--- src/rtl/obf_drain.sv ---
// Round-robin drain of three output FIFOs into one valid/ready result stream.
// Optional sticky FIFO-error flag enabled by defining OBF_DRAIN_ERR_EN.
module obf_drain #(
   parameter int unsigned DATA_WIDTH   = 8,
   parameter int unsigned OUT_PER_LANE = 9
) (
   input  logic                      clk,
   input  logic                      rst_n,
   input  logic                      start,
   input  logic                      obf0_empty,
   input  logic                      obf1_empty,
   input  logic                      obf2_empty,
   input  logic [2*DATA_WIDTH-1:0]   obf0_out,
   input  logic [2*DATA_WIDTH-1:0]   obf1_out,
   input  logic [2*DATA_WIDTH-1:0]   obf2_out,
   input  logic                      obf0_err,
   input  logic                      obf1_err,
   input  logic                      obf2_err,
   output logic                      obf0_rd_en,
   output logic                      obf1_rd_en,
   output logic                      obf2_rd_en,
   output logic [2*DATA_WIDTH-1:0]   out_data,
   output logic [1:0]                out_lane,
   output logic                      out_valid,
   input  logic                      out_ready,
   output logic                      busy,
   output logic                      done,
   output logic                      err_flag
);

   localparam int unsigned RW = 2 * DATA_WIDTH;
   localparam int unsigned CW = $clog2(OUT_PER_LANE + 1);
   localparam logic [CW-1:0] FULL = CW'(OUT_PER_LANE);

   typedef enum logic [1:0] {IDLE, POLL, WAIT, SEND} state_e;

   state_e              state_q, state_d;
   logic [2:0][CW-1:0]  cnt_q, cnt_d;
   logic [1:0]          ptr_q, ptr_d, ptr_nxt;
   logic [RW-1:0]       data_q, data_d, lane_data;
   logic [1:0]          lane_q, lane_d;
   logic                valid_q, busy_q, done_q, done_d;
   logic [2:0]          empty_c, rd_en_c;

   assign ptr_nxt = (ptr_q == 2'd2) ? 2'd0 : ptr_q + 2'd1;
   assign empty_c = {obf2_empty, obf1_empty, obf0_empty};

   always_comb begin
      case (ptr_q)
         2'd0:    lane_data = obf0_out;
         2'd1:    lane_data = obf1_out;
         default: lane_data = obf2_out;
      endcase
   end

   // Next-state, counter and read-strobe logic
   always_comb begin
      state_d = state_q;
      ptr_d   = ptr_q;
      cnt_d   = cnt_q;
      data_d  = data_q;
      lane_d  = lane_q;
      done_d  = 1'b0;
      rd_en_c = 3'b000;
      case (state_q)
         IDLE: begin
            if (start) begin
               cnt_d   = '0;
               ptr_d   = 2'd0;
               state_d = POLL;
            end
         end
         POLL: begin
            if (!empty_c[ptr_q] && (cnt_q[ptr_q] < FULL)) begin
               rd_en_c[ptr_q] = 1'b1;
               state_d        = WAIT;
            end else begin
               ptr_d = ptr_nxt;
            end
         end
         WAIT: begin
            data_d  = lane_data;
            lane_d  = ptr_q;
            state_d = SEND;
         end
         SEND: begin
            if (out_ready) begin
               if (cnt_q[ptr_q] < FULL) begin
                  cnt_d[ptr_q] = cnt_q[ptr_q] + CW'(1);
               end
               ptr_d = ptr_nxt;
               if ((cnt_d[0] == FULL) && (cnt_d[1] == FULL) && (cnt_d[2] == FULL)) begin
                  done_d  = 1'b1;
                  state_d = IDLE;
               end else begin
                  state_d = POLL;
               end
            end
         end
         default: state_d = IDLE;
      endcase
   end

   always_ff @(posedge clk or negedge rst_n) begin
      if (!rst_n) begin
         state_q <= IDLE;
         ptr_q   <= '0;
         cnt_q   <= '0;
         data_q  <= '0;
         lane_q  <= '0;
         valid_q <= 1'b0;
         busy_q  <= 1'b0;
         done_q  <= 1'b0;
      end else begin
         state_q <= state_d;
         ptr_q   <= ptr_d;
         cnt_q   <= cnt_d;
         data_q  <= data_d;
         lane_q  <= lane_d;
         valid_q <= (state_d == SEND);
         busy_q  <= (state_d != IDLE);
         done_q  <= done_d;
      end
   end

   assign obf0_rd_en = rd_en_c[0];
   assign obf1_rd_en = rd_en_c[1];
   assign obf2_rd_en = rd_en_c[2];
   assign out_data   = data_q;
   assign out_lane   = lane_q;
   assign out_valid  = valid_q;
   assign busy       = busy_q;
   assign done       = done_q;

`ifdef OBF_DRAIN_ERR_EN
   logic err_q, err_d;

   // Set wins over the clear from an accepted start
   always_comb begin
      err_d = err_q;
      if ((state_q == IDLE) && start) begin
         err_d = 1'b0;
      end
      if (obf0_err || obf1_err || obf2_err) begin
         err_d = 1'b1;
      end
   end

   always_ff @(posedge clk or negedge rst_n) begin
      if (!rst_n) begin
         err_q <= 1'b0;
      end else begin
         err_q <= err_d;
      end
   end

   assign err_flag = err_q;
`else
   logic unused_err;
   assign unused_err = obf0_err ^ obf1_err ^ obf2_err;
   assign err_flag   = 1'b0;
`endif

endmodule

--- config.mk ---
export PLATFORM = sky130hd
export DESIGN_NAME = obf_drain
export DESIGN_NICKNAME = d
export VERILOG_FILES = /design/src/rtl/obf_drain.sv
export SDC_FILE = /design/constraint.sdc
export NUM_CORES = 1
export LEC_CHECK = 0
export ABC_CLOCK_PERIOD_IN_PS = 5800
export CORE_MARGIN = 4
export CORE_UTILIZATION = 25
export CTS_CLUSTER_SIZE = 8
export DETAILED_ROUTE_END_ITERATION = 8
export GPL_TIMING_DRIVEN = 0
export PLACE_DENSITY_LB_ADDON = 0.05
export SLEW_MARGIN = 15
export SYNTH_ARGS = -nofsm -noshare
export SYNTH_HDL_FRONTEND = slang
export SYNTH_SLANG_ARGS = --single-unit
--- constraint.sdc ---
create_clock -name clk -period 5.8 [get_ports clk]
set_input_delay 0.58 -clock clk [delete_from_list [all_inputs] [get_ports clk]]
set_output_delay 0.58 -clock clk [all_outputs]
set_load 0.1 [all_outputs]
==> flow_metrics.tcl <==
set metrics [dict create \
    status "finished, final reports clean" \
    synth_area_leaders "dfrtp_1 (40%), mux2_2 (10%), mux2i_1 (9.5%)" \
    yosys.area.top_type "dfrtp_1" \
    die-area_um2 10900 \
    swShare 0.559 \
    fmax_ghz 0.229 \
    core-area_um2 8890 \
    r2r-end "busy" \
    drc 0 \
    cellLeakagePower_nw 1.34 \
    dp_slack_ps 1730 \
    fin_ws_ps 1430 \
    reg2regPathDepth 11 \
    insertion_delay_ps 290 \
    layout.cells.non_filler 428 \
    grt_pass1_vias 2113 \
    ys_seq_area_frac 0.398 \
    arrival_ps 3790 \
    viasPerCell 4.74 \
    cts_sinks 37 \
    cp-end-kind "primary output" \
    min_period_over_period 0.753 \
    antenna_found_initial 0 \
    synth_warnings 0 \
    routed_wl_um 6660 \
    setup_tns_ps 0 \
    syn_avg_cell_area_um2 9.91 \
    min_path_type "in -> async" \
    fin_skew_ps 5.97 \
    rsz0062_at_grt "false" \
    synth_common_cells "dfrtp_1 (37), o21ai_0 (29), nand2_1 (28), mux2i_1 (22), mux2_2 (21)" \
    worst_slew_pin_slew_ps 1030 \
    numCtsBuffers 5 \
    start_util 0.262 \
    yosysTopAreaCellShare 0.398 \
    max-vdd-ir-drop_v 0.000263 \
    insertedDiodeCount 0 \
    final-setup-viol-count 0 \
    clock-root-buffer "clkbuf_8" \
    io_buffers 78 \
    min_period_ps 4370 \
    rrSetupSlack_ps 2250 \
    seqPwrFrac 0.211 \
    drive_above_1_share 0.134 \
    critical_path_class "reg -> out" \
    fin_total_pwr_mw 1.96 \
    worst_setup_path_start_kind "flop" \
    pwr-share-clk 0.089 \
    grt_pass1_wl_um 10900 \
    place_congestion 0.733 \
    nNetsFinal 385 \
    cts_resized 0 \
    ys_ff_latch 37 \
    ant_nets 0 \
    rows 34 \
    synth-edff-count 0 \
    p_int_mw 0.864 \
    final_area_um2 3330 \
    yosys.cell_types.count 48 \
    drt_pre_antenna_iters 4 \
    slew_headroom 0.312 \
    r2r-start "ptr_q[0]" \
    synth_nets 299 \
    pwr-share-comb 0.700 \
    postCtsHoldBufs 0 \
    grt_overflow 0 \
    grt_max_degree 27 \
    dpl_cell_area_um2 3260 \
    syn_area_um2 2330 \
    crit_fanout 10 \
    htreeDepth 2 \
    cts_tree "yes" \
    post_cts_buffers 0 \
    synth_most_common_cell "dfrtp_1" \
    synthArstFlopShare 1.00 \
    final_hold_viol_count 0 \
    fin_hold_ws_ps 179 \
    die_y_um 105 \
    drv_slew 0 \
    wl_per_cell_um 15.5 \
    crit_required_ps 5220 \
    ys.flop_type "dfrtp_1" \
    cap_viol_max_count 0 \
    clk_pin_slew_ps 70 \
    final_util 0.375 \
    p_per_area_nw_per_um2 588 \
    vias 2029 \
    postSynthCellCount 235 \
    clk_path_buf_depth 2 \
    drt_iter0_drc 31 \
    grt_usage 0.126 \
    io_pins 83 \
    dp_hpwl_um 5130 \
    die_x_um 105 \
    syn_to_final_growth_pct 43.1 \
    power_switching_mw 1.09 \
    placed_cells 422 \
]
==> routing by layer <==
| metal | up-vias | global-route usage | routed length [um] |
|---|---|---|---|
| li1 | 1017 | - | - |
| met1 | 952 | 0.154 | 2920 |
| met2 | 54 | 0.213 | 3170 |
| met3 | 6 | 0.0397 | 479 |
| met4 | 0 | 0.0370 | 88 |
| met5 | - | 0 | 0 |
==> kinds of logic after synthesis <==
family | share of synthesized area
and+or+nand+nor | 0.150
AOI/OAI and AO/OA | 0.176
muxes | 0.196
DFF | 0.398
buffers and inverters | 0.0392
adders and majority gates | 0.0322
xor gates and xnor gates | 0.00752
other | 0.00161
==> critical path, stage by stage, from the launching register on <==
cell	delay [ps]
dfrtp_1	370
buf_2	190
and2b_1	230
a21oi_1	260
ha_1	320
nand2b_1	90
a221oi_1	560
nand2_1	180
nor2_1	150
clkdlybuf4s50_1	1150
==> registers in the layout (all words and copies together) (netlist names) <==
signal and cells:
out_data 16, done 1, state_q 2, busy 1
ptr_q 2, out_valid 1, cnt_q 12, out_lane 2
==> worst max-delay path by stage <==
stage,startpoint,cells past startpoint,slack (ps),endpoint
finish,ptr_q[0],9,1430,obf1_rd_en
CTS,ptr_q[0],9,1390,obf1_rd_en
floorplan,ptr_q[0],8,2160,obf0_rd_en
global route,ptr_q[0],9,1210,obf1_rd_en
detailed placement,ptr_q[0],9,1730,obf1_rd_en
global placement,ptr_q[0],9,1670,obf1_rd_en
==> cells in the final DEF (no fill, tap or decap), types with 4 or more instances in the layout <==
| master | netlist | layout |
|---|---|---|
| a32o_1 | 5 | 5 |
| clkbuf_8 | 0 | 5 |
| buf_2 | 4 | 5 |
| nand2_1 | 28 | 28 |
| mux2i_1 | 22 | 22 |
| mux2_2 | 21 | 21 |
| o21ai_0 | 29 | 29 |
| nor2b_1 | 4 | 4 |
| nor2_1 | 10 | 10 |
| nand2b_1 | 10 | 10 |
| inv_1 | 8 | 8 |
| ha_1 | 6 | 6 |
| dfrtp_1 | 37 | 37 |
| clkdlybuf4s50_1 | 0 | 77 |
| clkbuf_1 | 4 | 4 |
==> power groups by stage <==
stage	Clock, mW	Sequential (mW)	Combinational (mW)
3_3_place_gp	0	0.416	1.39
3_5_place_dp	0	0.417	1.38
5_1_grt	0.194	0.430	1.47
6_report	0.174	0.414	1.37
2_1_floorplan	0	0.908	0.547
4_1_cts	0.187	0.415	1.39
==> cell type report <==
cell class	instances	area, um2
Buffer	12	61.3
Clock buffer	5	68.8
Clock inverter	1	5.00
Fill cell	913	5560
Inverter	8	30.0
Multi-Input combinational cell	178	1310
Sequential cell	37	926
Tap cell	108	135
Timing Repair Buffer	79	796
No activity file was read; power rests on OpenSTA's default activity.
